--- config.mk ---
export PLATFORM = sky130hd
export DESIGN_NAME = spi_flash_read_ctrl
export DESIGN_NICKNAME = d
export VERILOG_FILES = /design/src/rtl/spi_flash_read_ctrl.sv
export SDC_FILE = /design/constraint.sdc
export NUM_CORES = 1
export LEC_CHECK = 0
export ABC_AREA = 1
export BUFFER_PORTS_ARGS = -buffer_cell sky130_fd_sc_hd__buf_2
export CAP_MARGIN = 10
export CORE_UTILIZATION = 50
export DETAILED_ROUTE_END_ITERATION = 8
export GPL_ROUTABILITY_DRIVEN = 0
export PLACE_DENSITY = 0.77
export SETUP_SLACK_MARGIN = 0.2
export SLEW_MARGIN = 20
export SYNTH_ARGS = -nofsm -noshare
export SYNTH_HDL_FRONTEND = slang
export SYNTH_SLANG_ARGS = --single-unit
--- constraint.sdc ---
create_clock -name clk -period 8.24 [get_ports clk]
set_input_delay 0.412 -clock clk [delete_from_list [all_inputs] [get_ports clk]]
set_output_delay 0.412 -clock clk [all_outputs]
set_load 0.02 [all_outputs]
--- src/rtl/spi_flash_read_ctrl.sv ---
// spi_flash_read_ctrl: SPI mode-3 master issuing AT45DB161D continuous-array reads.
// Shifts {OPCODE, addr} out, then streams rd_len received bytes as one-cycle valid pulses.
module spi_flash_read_ctrl #(
    parameter int         CLK_DIV      = 2,
    parameter int         CS_SETUP_CYC = 1,
    parameter int         CS_HOLD_CYC  = 1,
    parameter int         CS_IDLE_CYC  = 2,
    parameter logic [7:0] OPCODE       = 8'h03,
    parameter int         LEN_W        = 16
) (
    input  logic             clk,
    input  logic             reset,
    input  logic [23:0]      rd_addr,
    input  logic [LEN_W-1:0] rd_len,
    input  logic             rd_req,
    output logic             busy,
    output logic             done,
    output logic [7:0]       rd_tData,
    output logic             rd_tValid,
    output logic             spi_cs,
    output logic             spi_clk,
    output logic             spi_mosi,
    input  logic             spi_miso
);
    typedef enum logic [2:0] {IDLE, CS_SETUP, CMD, DATA, CS_HOLD, CS_GAP} state_t;
    localparam logic [15:0] DIV   = 16'(CLK_DIV - 1);
    localparam logic [15:0] SETUP = 16'(CS_SETUP_CYC - 1);
    localparam logic [15:0] HOLD  = 16'(CS_HOLD_CYC - 1);
    localparam logic [15:0] GAP   = 16'(CS_IDLE_CYC - 1);
    state_t           state_q;
    logic [15:0]      cnt_q, div_q;
    logic [LEN_W-1:0] len_q;
    logic [31:0]      tx_q;
    logic [7:0]       rx_q, tdata_q;
    logic [4:0]       bit_q;
    logic             busy_q, done_q, tvalid_q, pend_q, cs_q, sck_q, mosi_q;
    always_ff @(posedge clk or posedge reset) begin
        if (reset) begin
            state_q  <= IDLE;
            cnt_q    <= '0;
            div_q    <= '0;
            len_q    <= '0;
            tx_q     <= '0;
            rx_q     <= '0;
            tdata_q  <= '0;
            bit_q    <= '0;
            busy_q   <= 1'b0;
            done_q   <= 1'b0;
            tvalid_q <= 1'b0;
            pend_q   <= 1'b0;
            cs_q     <= 1'b1;
            sck_q    <= 1'b1;
            mosi_q   <= 1'b0;
        end else begin
            done_q   <= 1'b0;
            pend_q   <= 1'b0;
            tvalid_q <= pend_q;
            if (pend_q) tdata_q <= rx_q;
            case (state_q)
                IDLE: if (rd_req) begin
                    busy_q <= 1'b1;
                    len_q  <= rd_len;
                    tx_q   <= {OPCODE, rd_addr};
                    if (rd_len != '0) begin
                        cs_q    <= 1'b0;
                        cnt_q   <= SETUP;
                        state_q <= CS_SETUP;
                    end else begin
                        cnt_q   <= '0;
                        state_q <= CS_GAP;
                    end
                end
                CS_SETUP: if (cnt_q == '0) begin
                    sck_q   <= 1'b0;
                    mosi_q  <= tx_q[31];
                    tx_q    <= tx_q << 1;
                    bit_q   <= '0;
                    div_q   <= DIV;
                    state_q <= CMD;
                end else cnt_q <= cnt_q - 16'd1;
                CMD, DATA: begin
                    div_q <= div_q - 16'd1;
                    if (div_q == '0) begin
                        div_q <= DIV;
                        if (!sck_q) begin
                            sck_q <= 1'b1;
                            if (state_q == DATA) begin
                                rx_q <= {rx_q[6:0], spi_miso};
                                if (bit_q[2:0] == 3'd7) begin
                                    pend_q <= 1'b1;
                                    len_q  <= len_q - LEN_W'(1);
                                    // last byte: leave SCK high and start the CS hold time from this edge
                                    if (len_q == LEN_W'(1)) begin
                                        cnt_q   <= HOLD;
                                        state_q <= CS_HOLD;
                                    end
                                end
                            end
                        end else begin
                            // tx_q is empty once the command is out, so MOSI falls to 0 for DATA
                            sck_q  <= 1'b0;
                            bit_q  <= bit_q + 5'd1;
                            mosi_q <= tx_q[31];
                            tx_q   <= tx_q << 1;
                            if (state_q == CMD && bit_q == 5'd31) state_q <= DATA;
                        end
                    end
                end
                CS_HOLD: if (cnt_q == '0) begin
                    cs_q    <= 1'b1;
                    cnt_q   <= GAP;
                    state_q <= CS_GAP;
                end else cnt_q <= cnt_q - 16'd1;
                CS_GAP: if (cnt_q == '0) begin
                    done_q  <= 1'b1;
                    busy_q  <= 1'b0;
                    state_q <= IDLE;
                end else cnt_q <= cnt_q - 16'd1;
                default: state_q <= IDLE;
            endcase
        end
    end
    assign busy      = busy_q;
    assign done      = done_q;
    assign rd_tData  = tdata_q;
    assign rd_tValid = tvalid_q;
    assign spi_cs    = cs_q;
    assign spi_clk   = sck_q;
    assign spi_mosi  = mosi_q;
endmodule

* After elaboration in Yosys (flattened, before gate mapping)
Cells that the tools add are included.
Storage, ports and cells: register bits after elaboration 111, memory bits (read-only) 0, output and inout port bits 14, bits in writable memories 0, memories kept 0, bits in latches 0
Cells by class: add/subtract/negate cells 4, multiply operators 0, mux-type cells 60, reductions and logical operators 23, bitwise logic cells 1, shifts and indexed selects 0, equal/unequal tests 24, $lt $le $gt $ge 0, div/mod/pow operators 0
Operator list (count):
- two-way mux 16 bit | 15
- two-way mux 32 bit | 4
- one-hot mux 32 bit (3 select lines) | 1
- one-hot mux 16 bit (2 select lines) | 2
- one-hot mux 16 bit (4 select lines) | 1
- subtractor 16 x 1 -> 16 bit (second input constant) | 3
- two-way mux 3 bit | 11
- logical NOT 16 bit | 2
- inequality test 2 bit (second input constant) | 12
- two-way mux 1 bit | 17
- equality test 16 x 1 -> 1 bit (second input constant) | 1
- nonzero test 16 bit | 1
- two-way mux 5 bit | 3
- one-hot mux 3 bit (5 select lines) | 1
- inequality test 3 bit (second input constant) | 4
- AND reduction 4 bit | 3
- one-hot mux 5 bit (2 select lines) | 1
- equality test 3 bit (second input constant) | 3
- AND reduction 9 bit | 1
- one-hot mux 1 bit (2 select lines) | 4
- AND reduction 8 bit | 1
- nonzero test 2 bit | 4
- equality test 3 x 2 -> 1 bit (second input constant) | 2
- AND reduction 3 bit | 2
- 12 further kinds | 13

* Logic depth before layout (Yosys ltp)
word-level depth 7, mapped depth 13

* Least setup slack after synthesis
Ideal clock, no wire load.
path type register to register, from register cnt_q[0], to register bit_q[2], cell stages (with the launch flop) 14, setup time 117 ps, data arrival time 1635 ps, path buffers 2, data required time 8123 ps, clock period less this slack 1752 ps, setup slack 6488 ps, path through dfrtp_1 inv_1 ha_1 nand2_2 nor2_4 nand2_4 nand2_1 nand2_2 buf_6 inv_2 nand2_2 buf_6 nand2_1 o21ai_2
On the way: cells in the longest elaborated chain, start to end 3
Ends and longest elaborated chain:
- start, declared | line 31 | logic [15:0] cnt_q, div_q;
- start signal, assigned | line 80 | end else cnt_q <= cnt_q - 16'd1;
- start signal, assigned | line 113 | end else cnt_q <= cnt_q - 16'd1;
- start signal, assigned | line 118 | end else cnt_q <= cnt_q - 16'd1;
- logical NOT 16 bit | line 73 | CS_SETUP: if (cnt_q == '0) begin
- inequality test 2 bit (no source line)
- AND reduction 4 bit (no source line)
- end signal, assigned | line 102 | bit_q <= bit_q + 5'd1;
- end, declared | line 35 | logic [4:0] bit_q;
Every way passes these cells. A chain may end at the register's enable or synchronous reset.

* Worst setup path in the final report
from register div_q[0], to register tx_q[31]
On the way: cells in the longest elaborated chain, start to end 3
Ends and longest elaborated chain:
- start, declared | line 31
- start signal, assigned | line 82 | div_q <= div_q - 16'd1;
- logical NOT 16 bit | line 83 | if (div_q == '0) begin
- inequality test 2 bit (no source line)
- AND reduction 5 bit (no source line)
- end signal, assigned | line 63 | tx_q <= {OPCODE, rd_addr};
- end signal, assigned | line 76 | tx_q <= tx_q << 1;
- end signal, assigned | line 104 | tx_q <= tx_q << 1;
- end, declared | line 33 | logic [31:0] tx_q;
Every way passes these cells.

==> impl_metrics.csv <==
group,metric,value,unit
worst_setup_path,reg2reg_depth,10,
worst_setup_path,cp.depth,10,
clock_tree,cts.repair.resized,0,
hold_path,hold_class,"in -> async",
final_layout,layout.cells.most_common_list,"sky130_fd_sc_hd__nand2_1 (261), sky130_fd_sc_hd__dfrtp_1 (109), sky130_fd_sc_hd__o21ai_0 (108)",
yosys,synth-seq-cells,111,
final_layout,sequential_cell_area,2780,um^2
yosys,post_synth.cell_area_avg,7.15,um^2
clock_tree,clk_transition_reported_paths,80,ps
timing,rsz0062_at_grt,"no",
timing,finalWorstPathRequiredPeriod,2840,ps
timing,clock-skew-final,12.2,ps
floorplanning,fp.dieArea,13400,um^2
power_and_ir_drop,p_total,2.85,mW
final_layout,drive_gt1_frac,0.122,
yosys,synth.yosys.warnings,0,
drt,drt_iter0_drc,360,
timing,whs,76.7,ps
drt,drt-vias-per-instance,5.14,
power_and_ir_drop,net-switching-power,1.40,mW
yosys,mappedNetlistNets,958,
drt,wl_per_cell,12.2,um
yosys,synth_top_cells_by_area,"sky130_fd_sc_hd__dfrtp_1 (42%), sky130_fd_sc_hd__nand2_1 (15%), sky130_fd_sc_hd__o21ai_0 (8.3%), sky130_fd_sc_hd__nor2_1 (6.0%), sky130_fd_sc_hd__nand3_1 (5.6%)",
clock_tree,cts.path.max_buffers,2,
floorplanning,io-pin-count,58,
drt,route.vias.total,5772,
global_routing,grt_pass1_vias,5105,
job,max_cap_viol_count,0,
worst_setup_path,endpoint_class_of_the_critical_path,"flop",
timing,fmax,352,MHz
final_layout,most_common_cell_after_layout_fill_and_taps_aside,"sky130_fd_sc_hd__nand2_1",
outcome,run_status,"finished, final reports clean",
worst_setup_path,cp_max_fo,56,
timing,setup-tns-final,0,ps
placement,port_buffers,57,
final_layout,num_antenna_cells,0,
worst_setup_path,setup.worst_path.class,"reg -> reg",
global_routing,gr-usage-all-layers,0.219,
timing,setup_viol,0,
final_layout,post-route-cell-area,7130,um^2
global_routing,maximum_number_of_pins_on_one_net_before_global_route_repair,71,
placement,postPlaceCellArea,6810,um^2
worst_setup_path,endpoint,"tx_q[31]$_DFFE_PP0P_",
clock_tree,ctsHtreeMaxLevel,3,
power_and_ir_drop,clock_power_share,0.163,
worst_setup_path,worstPathCellList,"inv_1 -> ha_1 -> nand2_1 -> nor2_1 -> nand2_1 -> nand2_2 -> nand2_2 -> nor2_4 -> nand3_1 -> o21ai_1",
worst_setup_path,worst-endpoint-required,8520,ps
global_routing,global_route_wire_length_before_repair,23300,um
drt,drt.antenna.violating_nets,0,
power_and_ir_drop,power_per_cell_area,399,nW/um^2
worst_setup_path,arrival,3130,ps
worst_setup_path,crit-reg2reg-capture,"tx_q[31]$_DFFE_PP0P_",
worst_setup_path,path_buf_inv,1,
final_layout,multiInputGateArea,3140,um^2
timing,final.period_utilization,0.345,
yosys,yosys.area.top_type_share,0.421,
power_and_ir_drop,power.share.switching,0.492,
final_layout,syn_to_final_growth,10.0,%
final_layout,fillers,1251,
power_and_ir_drop,combinationalPowerShare,0.527,
yosys,synth_sequential_area_ratio,0.429,
drt,drt_pre_antenna_iters,5,
floorplanning,design.core.area,12600,um^2
worst_setup_path,timing.critical_path.from_type,"flop",
worst_setup_path,startpoint,"div_q[0]$_DFFE_PP0P_",
global_routing,grt.overflow.total,0,
yosys,ys_types,39,
power_and_ir_drop,p_int,1.45,mW
clock_tree,worst_skew_pair.late_latency,360,ps
timing,finalMaxSlewViolations,0,
floorplanning,die_h,116,um
global_routing,antenna_found_initial,0,
power_and_ir_drop,pwr-share-seq,0.311,
floorplanning,floorplan.initialDensity,0.514,
worst_setup_path,critical_path.slowest_cell,"sky130_fd_sc_hd__nor2_4",
floorplanning,die_w,116,um
worst_setup_path,timing.critical_path.max_delay_family,"simple AND/OR/NAND/NOR gates",
placement,dpl.cell_count,1106,
final_layout,layout.cells.non_filler,1122,
drt,routed_wl,13700,um
clock_tree,number_of_buffers_added_to_fix_hold_violations_after_cts,0,
worst_setup_path,critPathMaxStageDelay,840,ps
power_and_ir_drop,p_leak,3.65,nW
timing,max_slew.worst_pin.slew,1050,ps
floorplanning,row_count,41,
clock_tree,cts_root_buffer,"sky130_fd_sc_hd__clkbuf_16",
clock_tree,post-cts-setup-buffers,0,
worst_setup_path,reg2reg_slack,5400,ps
drt,drc,0,
clock_tree,cts_tree,"yes",
yosys,area_leader_netlist,"sky130_fd_sc_hd__dfrtp_1",
worst_setup_path,worst_r2r_startpoint,"div_q[0]$_DFFE_PP0P_",
placement,place_hpwl,9340,um
yosys,synthesis.area,6480,um^2
final_layout,number_of_nets_at_the_end_of_the_flow,997,
yosys,postSynthCellCount,906,
clock_tree,tritoncts_num_sinks,111,
timing,hold_viol_final,0,
clock_tree,numCtsBuffers,9,
timing,max-slew-margin-rel,0.297,
power_and_ir_drop,vdd_ir_drop_max,179,uV
==> flip-flops by register name, summed over array words and instances, names as in the netlist <==
signal,cells
div_q,16
rd_tValid,1
spi_clk,1
pend_q,1
state_q,3
rd_tData,8
done,1
spi_cs,1
bit_q,5
tx_q,32
cnt_q,16
rx_q,8
busy,1
len_q,16
spi_mosi,1
==> layout make-up <==
cell class | count | share of cell area
multi-input combinational | 664 | 0.440
sequential | 111 | 0.390
inverter | 100 | 0.0530
timing repair buffer | 59 | 0.0421
clock buffer | 11 | 0.0355
tap | 172 | 0.0302
clock inverter | 5 | 0.00895
==> kinds of logic (layout without fill, tap and decap cells) <==
logic type	Yosys count	after routing	share of synthesized area
AOI/OAI and AO/OA	162	162	0.133
xor gates and xnor gates	6	6	0.00811
adders and majority gates	8	8	0.0154
buffers and inverters	131	175	0.0871
DFF	111	111	0.429
muxes	2	2	0.00347
and+or+nand+nor	486	486	0.324
==> per-layer routing <==
| metal | part of all wire | track usage |
|---|---|---|
| met5 | 0 | 0 |
| met4 | 0.016 | 0.0667 |
| met2 | 0.46 | 0.343 |
| met1 | 0.48 | 0.299 |
| met3 | 0.050 | 0.0565 |
==> metrics by stage <==
| step | setup slack [ps] | util |
|---|---|---|
| after floorplan | 4900 | - |
| after global placement | 5450 | 0.540 |
| after detailed placement | 5340 | 0.540 |
| after CTS | 5290 | 0.565 |
| after global routing | 5080 | 0.565 |
| final | 5400 | 0.565 |
==> cell usage after synthesis <==
master and number:
sky130_fd_sc_hd__dfrtp_1 109, sky130_fd_sc_hd__a21oi_1 13, sky130_fd_sc_hd__o21ai_1 22, sky130_fd_sc_hd__dfstp_2 2
sky130_fd_sc_hd__nand2_4 3, sky130_fd_sc_hd__clkbuf_1 12, sky130_fd_sc_hd__mux2_2 2, sky130_fd_sc_hd__ha_1 8
sky130_fd_sc_hd__inv_2 4, sky130_fd_sc_hd__nand3_4 1, sky130_fd_sc_hd__nand3_2 1, sky130_fd_sc_hd__o21ai_2 6
sky130_fd_sc_hd__o211ai_1 1, sky130_fd_sc_hd__nand2_1 261, sky130_fd_sc_hd__and3_1 1, sky130_fd_sc_hd__nor2_1 103
sky130_fd_sc_hd__a21oi_2 1, sky130_fd_sc_hd__nor2_4 6, sky130_fd_sc_hd__o21ai_0 108, sky130_fd_sc_hd__nor2_2 3
sky130_fd_sc_hd__nor3_1 4, sky130_fd_sc_hd__buf_6 7, sky130_fd_sc_hd__inv_1 96, sky130_fd_sc_hd__buf_2 8
sky130_fd_sc_hd__xor2_1 6, sky130_fd_sc_hd__nand4_1 18, sky130_fd_sc_hd__nand3_1 72, sky130_fd_sc_hd__or2_2 3
sky130_fd_sc_hd__o22ai_1 3, sky130_fd_sc_hd__nor4_1 1, sky130_fd_sc_hd__a22oi_1 1, sky130_fd_sc_hd__clkbuf_2 2
sky130_fd_sc_hd__or2_4 1, sky130_fd_sc_hd__o31ai_1 1, sky130_fd_sc_hd__nand3b_1 2, sky130_fd_sc_hd__a31oi_1 1
sky130_fd_sc_hd__o21bai_1 5, sky130_fd_sc_hd__nand2_2 6, sky130_fd_sc_hd__buf_4 2
==> worst min path at each step <==
| stage | slack (ps) | endpoint | cells past startpoint | start |
|---|---|---|---|---|
| 2_1_floorplan | 450 | rd_tValid$_DFF_PP0_ | 0 | pend_q$_DFF_PP0_ |
| 3_3_place_gp | 460 | tx_q[24]$_DFFE_PP0P_ | 2 | tx_q[23]$_DFFE_PP0P_ |
| 3_5_place_dp | 470 | tx_q[25]$_DFFE_PP0P_ | 2 | tx_q[24]$_DFFE_PP0P_ |
| 4_1_cts | 100 | cnt_q[12]$_DFFE_PP0P_ | 2 | reset |
| 5_1_grt | 130 | done$_DFF_PP0_ | 2 | reset |
| 6_report | 80 | done$_DFF_PP0_ | 2 | reset |
==> power groups by stage <==
stage	Sequential [mW]	Combinational (mW)	Clock (mW)
2_1_floorplan	0.864	1.28	0
3_3_place_gp	0.888	1.46	0
3_5_place_dp	0.890	1.49	0
4_1_cts	0.882	1.50	0.471
5_1_grt	0.910	1.73	0.496
6_report	0.884	1.50	0.463
Note: power is estimated with default switching activity, not from simulation.
